File: src/rtl/latch_writer.sv
// Timed write sequencer for a latch bank: setup / enable pulse / hold, then readback check.
// Optional readback compare and error counter are built when LATCH_WRITER_CHECK_EN is defined.
module latch_writer #(
   parameter int WIDTH     = 8,
   parameter int SETUP_CYC = 1,
   parameter int PULSE_CYC = 2,
   parameter int HOLD_CYC  = 1
) (
   input  logic             clk,
   input  logic             reset,
   input  logic             req_valid,
   output logic             req_ready,
   input  logic [WIDTH-1:0] req_data,
   output logic [WIDTH-1:0] d,
   output logic             enable,
   input  logic [WIDTH-1:0] q,
   input  logic [WIDTH-1:0] q_not,
   output logic             done,
   output logic             match,
   output logic [7:0]       err_count
);

   typedef enum logic [2:0] {IDLE, SETUP, PULSE, HOLD, CHECK} state_t;

   // Counters hold "cycles remaining minus one" so a phase ends when they reach zero.
   localparam logic [3:0] SETUP_LD = 4'(SETUP_CYC - 1);
   localparam logic [3:0] PULSE_LD = 4'(PULSE_CYC - 1);
   localparam logic [3:0] HOLD_LD  = 4'(HOLD_CYC - 1);

   state_t     state;
   logic [3:0] cnt;
   logic       match_r;
   logic       hold_end;
   logic       readback_ok;

   assign req_ready = (state == IDLE) && !reset;
   assign hold_end  = (state == HOLD) && (cnt == 4'd0);

`ifdef LATCH_WRITER_CHECK_EN
   logic [7:0] err_r;

   // d still carries the captured value, so it is the compare reference.
   assign readback_ok = (q == d) && (q_not == ~d);
   assign match       = match_r;
   assign err_count   = err_r;

   always_ff @(posedge clk) begin
      if (reset) begin
         err_r <= 8'd0;
      end else if (hold_end && !readback_ok && (err_r != 8'hFF)) begin
         err_r <= err_r + 8'd1;
      end
   end
`else
   logic unused_readback;

   assign readback_ok     = 1'b0;
   assign unused_readback = ^{q, q_not, match_r};
   assign match           = 1'b0;
   assign err_count       = 8'd0;
`endif

   always_ff @(posedge clk) begin
      if (reset) begin
         state   <= IDLE;
         cnt     <= 4'd0;
         d       <= '0;
         enable  <= 1'b0;
         done    <= 1'b0;
         match_r <= 1'b0;
      end else begin
         done    <= 1'b0;
         match_r <= 1'b0;
         case (state)
            IDLE: begin
               if (req_valid) begin
                  d     <= req_data;
                  cnt   <= SETUP_LD;
                  state <= SETUP;
               end
            end
            SETUP: begin
               if (cnt == 4'd0) begin
                  cnt    <= PULSE_LD;
                  enable <= 1'b1;
                  state  <= PULSE;
               end else begin
                  cnt <= cnt - 4'd1;
               end
            end
            PULSE: begin
               if (cnt == 4'd0) begin
                  cnt    <= HOLD_LD;
                  enable <= 1'b0;
                  state  <= HOLD;
               end else begin
                  cnt <= cnt - 4'd1;
               end
            end
            HOLD: begin
               if (cnt == 4'd0) begin
                  cnt     <= 4'd0;
                  done    <= 1'b1;
                  match_r <= readback_ok;
                  state   <= CHECK;
               end else begin
                  cnt <= cnt - 4'd1;
               end
            end
            CHECK: begin
               cnt   <= 4'd0;
               state <= IDLE;
            end
            default: begin
               enable <= 1'b0;
               state  <= IDLE;
            end
         endcase
      end
   end

endmodule

File: config.mk
export PLATFORM = sky130hd
export DESIGN_NAME = latch_writer
export DESIGN_NICKNAME = d
export VERILOG_FILES = /design/src/rtl/latch_writer.sv
export SDC_FILE = /design/constraint.sdc
export NUM_CORES = 1
export LEC_CHECK = 0
export ABC_AREA = 1
export CORE_MARGIN = 4
export CORE_UTILIZATION = 41
export DETAILED_ROUTE_END_ITERATION = 10
export PLACE_DENSITY = 0.92
export REMOVE_ABC_BUFFERS = 1
export SLEW_MARGIN = 20
export SYNTH_ARGS = -nofsm -noshare
export SYNTH_HDL_FRONTEND = slang
export SYNTH_SLANG_ARGS = --single-unit
export TNS_END_PERCENT = 1
File: constraint.sdc
create_clock -name clk -period 3.8 [get_ports clk]
set_clock_uncertainty 0.05 [all_clocks]
set_input_delay 0.95 -clock clk [delete_from_list [all_inputs] [get_ports clk]]
set_output_delay 0.95 -clock clk [all_outputs]
set_load 0.01 [all_outputs]
-- Word-level counts from Yosys, hierarchy flattened
Index checks and enable logic that the tools add are counted.
- register bits: 17
- input port bits: 27
- word-level logic and storage cells: 41
- add/subtract/negate cells: 1
- eq/ne operators: 8
- muxes and demuxes: 13
- bitwise gates (word level): 2
- reductions and logical operators: 12
- operators with widths (operator ; count):
    4-bit case mux with 4 select lines ; 1
    3-bit 2-to-1 mux ; 4
    4-bit 2-to-1 mux ; 3
    3-bit case mux with 4 select lines ; 1
    3-bit by 2-bit == test with 1-bit output (second input constant) ; 2
    2-bit != test (second input constant) ; 3
    4-bit logical NOT ; 1
    2-bit AND reduction ; 2
    4-bit AND reduction ; 1
    4-bit nonzero test ; 1
    2-bit OR reduction ; 2
    4-bit by 1-bit subtractor with 4-bit output (second input constant) ; 1
    3-bit by 1-bit == test with 1-bit output (second input constant) ; 1
    3-bit == test (second input constant) ; 1
    3-bit logical NOT ; 1
    1-bit 2-to-1 mux ; 3
    1-bit case mux with 3 select lines ; 1
    3-bit AND reduction ; 1
    3-bit OR reduction ; 1
    2-bit by 1-bit != test with 1-bit output (second input constant) ; 1
    1-bit inverter ; 2
    1-bit logical AND ; 1
    1-bit logical NOT ; 1

-- Longest topological paths before layout
Gate-level depths: netlist of the first run.
- depth in word-level cells: 4
- depth in mapped cells: 8

-- Least setup slack after synthesis of the first run
OpenSTA, ideal clock, no wires.
- kind: input to output
- start: input reset
- end: output req_ready
- arrival time: 1.410 ns
- data required time: 2.800 ns
- setup slack: 1.390 ns
- stages: 2
- buffers on the path: 1
- cells stage by stage: buf_1 -> nor3_1
- word-level cells in the longest chain between the ends: 2
- RTL lines (item ; line ; text):
    start: declaration ; 10 ; input logic reset,
    1-bit logical NOT ; 36 ; assign req_ready = (state == IDLE) && !reset;
    1-bit logical AND ; 36 ;
    end: declaration ; 12 ; output logic req_ready,
No other way between the ends.

-- Worst setup path after layout of the first run
Same ends and word-level chain as after synthesis.

==> results of run 1 <==
worst max-delay path by stage:
| stage | from | end | depth (start not counted) |
|---|---|---|---|
| final | reset | req_ready | 3 |
| after global routing | reset | req_ready | 3 |
| after CTS | reset | req_ready | 3 |
| after detailed placement | reset | req_ready | 3 |
| after global placement | reset | req_ready | 3 |
| after floorplan | reset | req_ready | 1 |
metrics by stage:
| step | worst slack (ns) | instances |
|---|---|---|
| 2_1_floorplan | 1.56 | 112 |
| 3_5_place_dp | 0.661 | 161 |
| 4_1_cts | 0.656 | 165 |
| 5_1_grt | 0.607 | 165 |
| 6_report | 0.658 | 165 |
| 3_3_place_gp | 0.661 | 161 |
power by group through the flow:
stage / logic, mW / clock network (mW) / registers (mW)
after floorplan: 0.263 / 0 / 0.270
after global placement: 0.366 / 0 / 0.265
after detailed placement: 0.380 / 0 / 0.267
after CTS: 0.383 / 0.0971 / 0.263
after global routing: 0.430 / 0.111 / 0.270
final: 0.380 / 0.0950 / 0.263
routing by layer:
layer	wire (um)	share of wire	global-route usage
met1	771	0.44	0.149
met2	829	0.47	0.228
met3	147	0.083	0.0416
met4	25	0.014	0.0581
met5	0	0	0
Yosys cell counts, types with 2 or more instances:
cell / n / area [um2]
nand2_1: 25 / 93.8
dfxtp_1: 17 / 340
a21oi_1: 15 / 75.1
nor2_1: 13 / 48.8
buf_4: 10 / 75.1
nand3_1: 10 / 50.1
inv_1: 7 / 26.3
ha_1: 2 / 25.0
inv_2: 2 / 7.51
nand2_4: 2 / 22.5
nor4_1: 2 / 12.5
area by class of cell:
cell class / count / area [um2]
Multi-Input combinational cell: 86 / 438
Tap cell: 27 / 33.8
Inverter: 9 / 33.8
Fill cell: 178 / 891
Clock buffer: 3 / 22.5
Timing Repair Buffer: 22 / 218
Clock inverter: 1 / 5.00
Sequential cell: 17 / 340
logic make-up after synthesis:
kind of cell               Yosys count
and+or+nand+nor                     56
buffers and inverters               22
AOI/OAI and AO/OA                   17
DFF                                 17
xor gates and xnor gates             2
adders and majority gates            2
other                                1
critical path: cells and delay by family:
kind | cells | cell delay, ns
buffers and inverters | 2 | 1.02
AND/OR/NAND/NOR | 1 | 0.18
state kept, by name (all words and copies together) (netlist names):
name	count
cnt	4
d	8
done	1
enable	1
state	3
==> impl_metrics.toml, run 1 <==
[global_routing]
grt_pass1_wl_mm = 2.81
antenna_found_initial = 0
grt.total_usage = 0.133
grt_pass1_vias = 688
grt_max_degree = 17
grt_overflow = 0

[clock_tree]
htreeDepth = 1
numCtsBuffers = 3
insertion_delay_ns = 0.29
cts_tree = "done"
root_buffer = "clkbuf_4"
clk_pin_slew_worst_paths_ns = 0.10
cts_setup_buffers = 0
post_cts_resize_count = 0
hold_buffers = 0
cts_buffer_depth = 2
cts_sinks = 17

[setup_path]
crit_arrival_ns = 2.14
worstSetupPathType = "in -> out"
end_kind = "output port"
max_stage_delay_ns = 0.57
critPathSlowestCell = "clkdlybuf4s50_1"
r2r_cells = 8
cp-start-kind = "input port"
cp_cell_sequence = "clkdlybuf4s50_1 -> nor3_1 -> clkdlybuf4s50_1"
reg2reg_setup_slack_ns = 2.43
timing.rr.start = "cnt[0]"
crit_required_ns = 2.80
timing.rr.end = "state[1]"
critical_path_peak_fanout = 2
cpMostUsedCell = "clkdlybuf4s50_1"

[final_layout]
fin_nets = 168
design_area_um2 = 1090
mostFrequentLayoutCells = "nand2_1, clkdlybuf4s50_1, dfxtp_1"
final_util = 0.551
area_growth_pct = 25.5
drive_gt1_frac = 0.0942
final_common_cell = "nand2_1"
num_antenna_cells = 0

[pwr]
switchingPower_uw = 318
p_int_uw = 421
p_per_area_nw_per_um2 = 677
total_power_uw = 738
leakage_nw = 0.450
peakVddDrop_uv = 336
clock_power_share = 0.129
comb_power_share = 0.515
p_seq_frac = 0.357
netSwitchingFraction = 0.430

[worst_hold_path]
holdPathEnd = "d[0]"
holdPathStages = 2
min_from = "d[0]"
min_path_type = "reg -> reg"

[floorplan]
start_util = 0.439
core_um2 = 1980
die-width_um = 54.1
ioPinCount = 47
dieHeight_um = 54.1
dieArea_um2 = 2920
rows = 16

[outcome]
status = "complete, no violations"

[synth]
synth_adder_area_share = 0.0288
synth_top_family_by_area = "simple AND/OR/NAND/NOR gates"
synth-simple-area-share = 0.309
synth_compound_area_frac = 0.106
postSynthAreaPerCell_um2 = 7.43
synthMuxAreaShare = 0
synth_edf_count = 0
ys.warnings.count = 0
synth_ff_type = "dfxtp_1"
synth_xor_area_frac = 0.0201
synthCells = 117
syn_area_um2 = 870
synth-seq-cells = 17
ys_types = 23
ys_seq_area_frac = 0.391
ys_async_sr_fraction = 0

[placed_design]
place_area_um2 = 1060
gp_congestion = 0.795
dp_hpwl_mm = 1.38
io_buffers = 21

[sta]
fin_setup_tns_ns = 0
max_freq_ghz = 0.318
hold_viol = 0
layout_min_cycle_time_ns = 3.14
rsz0062_at_grt = "false"
fin_crit_sh = 0.827
holdWs_ns = 0.416
slew_violations = 0
setup_viol = 0

[detailed_routing]
viasPerCell = 4.68
post_drt_wl_per_cell_um = 10.7
drtIter0Drc = 19
postRouteAntennaNets = 0
wirelength_mm = 1.77
firstDrtPassIters = 4
vias = 772
drc = 0

[job]
max_cap_violations = 0
Power figures use the tool's default switching activity.
==> run 2, diff against run 1 <==
--- a/config.mk
+++ b/config.mk
@@ -7,9 +7,9 @@
 export LEC_CHECK = 0
 export ABC_AREA = 1
 export CORE_MARGIN = 4
-export CORE_UTILIZATION = 41
+export CORE_UTILIZATION = 38
 export DETAILED_ROUTE_END_ITERATION = 10
-export PLACE_DENSITY = 0.92
+export PLACE_DENSITY = 0.87
 export REMOVE_ABC_BUFFERS = 1
 export SLEW_MARGIN = 20
 export SYNTH_ARGS = -nofsm -noshare
==> constraint.sdc (replaced) <==
create_clock -name clk -period 2.95 [get_ports clk]
set_clock_uncertainty 0.05 [all_clocks]
set_input_delay 0.7375 -clock clk [delete_from_list [all_inputs] [get_ports clk]]
set_output_delay 0.7375 -clock clk [all_outputs]
set_load 0.01 [all_outputs]
==> run 2 against run 1 <==
Against the previous run: utilization fell by 5.3 points; sequential cell count unchanged; register-to-register slack lost 0.83 ns; critical path type unchanged.
==> impl_metrics.toml, run 2 (synthesized netlist as in run 1, its figures left out) <==
[outcome]
status = "complete, no violations"

[placed_design]
place_area_um2 = 1060
dp_hpwl_mm = 1.33
dp_cells = 162
gp_congestion = 0.781
io_buffers = 21

[sta]
slew_violations = 0
fin_setup_tns_ns = 0
max_freq_ghz = 0.371
fin_crit_sh = 0.913
hold_viol = 0
holdWs_ns = 0.414
setup_viol = 0
rsz0062_at_grt = "false"
layout_min_cycle_time_ns = 2.69

[final_layout]
largest_reg_flops = 8
fin_nets = 168
drive_gt1_frac = 0.0870
fillers = 202
num_antenna_cells = 0
largestRegisters = "d (8), cnt (4), state (3)"
final_util = 0.498
layout.cells.non_filler = 166
design_area_um2 = 1090
final_common_cell = "nand2_1"
top_register = "d"
area_growth_pct = 25.5
mostFrequentLayoutCells = "nand2_1, clkdlybuf4s50_1, dfxtp_1"

[clock_tree]
cts_buffer_depth = 2
numCtsBuffers = 3
insertion_delay_ns = 0.29
cts_sinks = 17
cts_tree = "done"
root_buffer = "clkbuf_4"
cts_setup_buffers = 0
htreeDepth = 1
hold_buffers = 0
post_cts_resize_count = 0
clk_pin_slew_worst_paths_ns = 0.09

[detailed_routing]
drtIter0Drc = 24
wirelength_mm = 1.75
vias = 759
viasPerCell = 4.57
postRouteAntennaNets = 0
drc = 0
post_drt_wl_per_cell_um = 10.5
firstDrtPassIters = 4

[setup_path]
crit_required_ns = 2.16
crit_arrival_ns = 1.91
cpMostUsedCell = "clkdlybuf4s50_1"
critPathSlowestCell = "clkdlybuf4s50_1"
end_kind = "output port"
critPathBufInv = 2
max_stage_delay_ns = 0.56
cp_cell_sequence = "clkdlybuf4s50_1 -> nor3_1 -> clkdlybuf4s50_1"
crit_family = "buffers and inverters"
critical_path_peak_fanout = 2
cp-start-kind = "input port"
worstSetupPathType = "in -> out"

[floorplan]
rows = 17
core_um2 = 2190
start_util = 0.397
die-width_um = 55.8
dieArea_um2 = 3120
dieHeight_um = 55.8
ioPinCount = 47

[global_routing]
grt_pass1_vias = 675
grt_overflow = 0
grt_pass1_wl_mm = 2.92
grt.total_usage = 0.116
grt_max_degree = 17
antenna_found_initial = 0

[pwr]
peakVddDrop_uv = 404
p_per_area_nw_per_um2 = 870
leakage_nw = 0.447

[worst_hold_path]
min_path_type = "reg -> reg"

[job]
max_cap_violations = 0
-- run 2: cell types whose count changed in the layout (fill, tap and decap cells not counted), sizes merged --
cell / delta
clkinv: -1
clkbuf: +1
-- run 2: cell type report --
class	count	area, um2	share of cell area
clock buffer	4	26.3	0.0241
sequential	17	340	0.312
multi-input combinational	86	438	0.401
tap	28	35.0	0.0321
timing repair buffer	22	218	0.200
inverter	9	33.8	0.0310
-- run 2: power breakdown --
| group | switching, mW | internal [mW] | total (mW) |
|---|---|---|---|
| Combinational | 0.284 | 0.203 | 0.487 |
| Clock | 0.0704 | 0.0527 | 0.123 |
| Sequential | 0.0511 | 0.288 | 0.339 |
-- run 2: tightest hold or removal path: stages, from the launching register on --
cell and delay (ns):
dfxtp_1 0.32, nand2_1 0.06, a21oi_1 0.05
-- run 2: layer usage --
layer	vias up	part of all wire	GRT usage	wire length, um
met5	-	0	0	0
met4	0	0.017	0.0610	29
met1	318	0.46	0.144	801
met2	40	0.42	0.181	737
met3	3	0.10	0.0348	182
li1	398	-	-	-
-- run 2: through the flow --
step | total power [mW] | setup slack, ns
after global placement | 0.813 | 0.227
after CTS | 0.958 | 0.239
final | 0.949 | 0.255
after detailed placement | 0.828 | 0.246
after floorplan | 0.687 | 1.14
after global routing | 1.04 | 0.196
-- run 2: final timing paths --
| path | cells after the start | to | slack (ns) | from |
|---|---|---|---|---|
| setup / recovery | 3 | req_ready | 0.26 | reset |
| hold / removal | 2 | d[3] | 0.41 | d[3] |
| setup reg to reg | 8 | state[0] | 1.60 | cnt[0] |
| hold reg to reg | 2 | d[3] | 0.41 | d[3] |
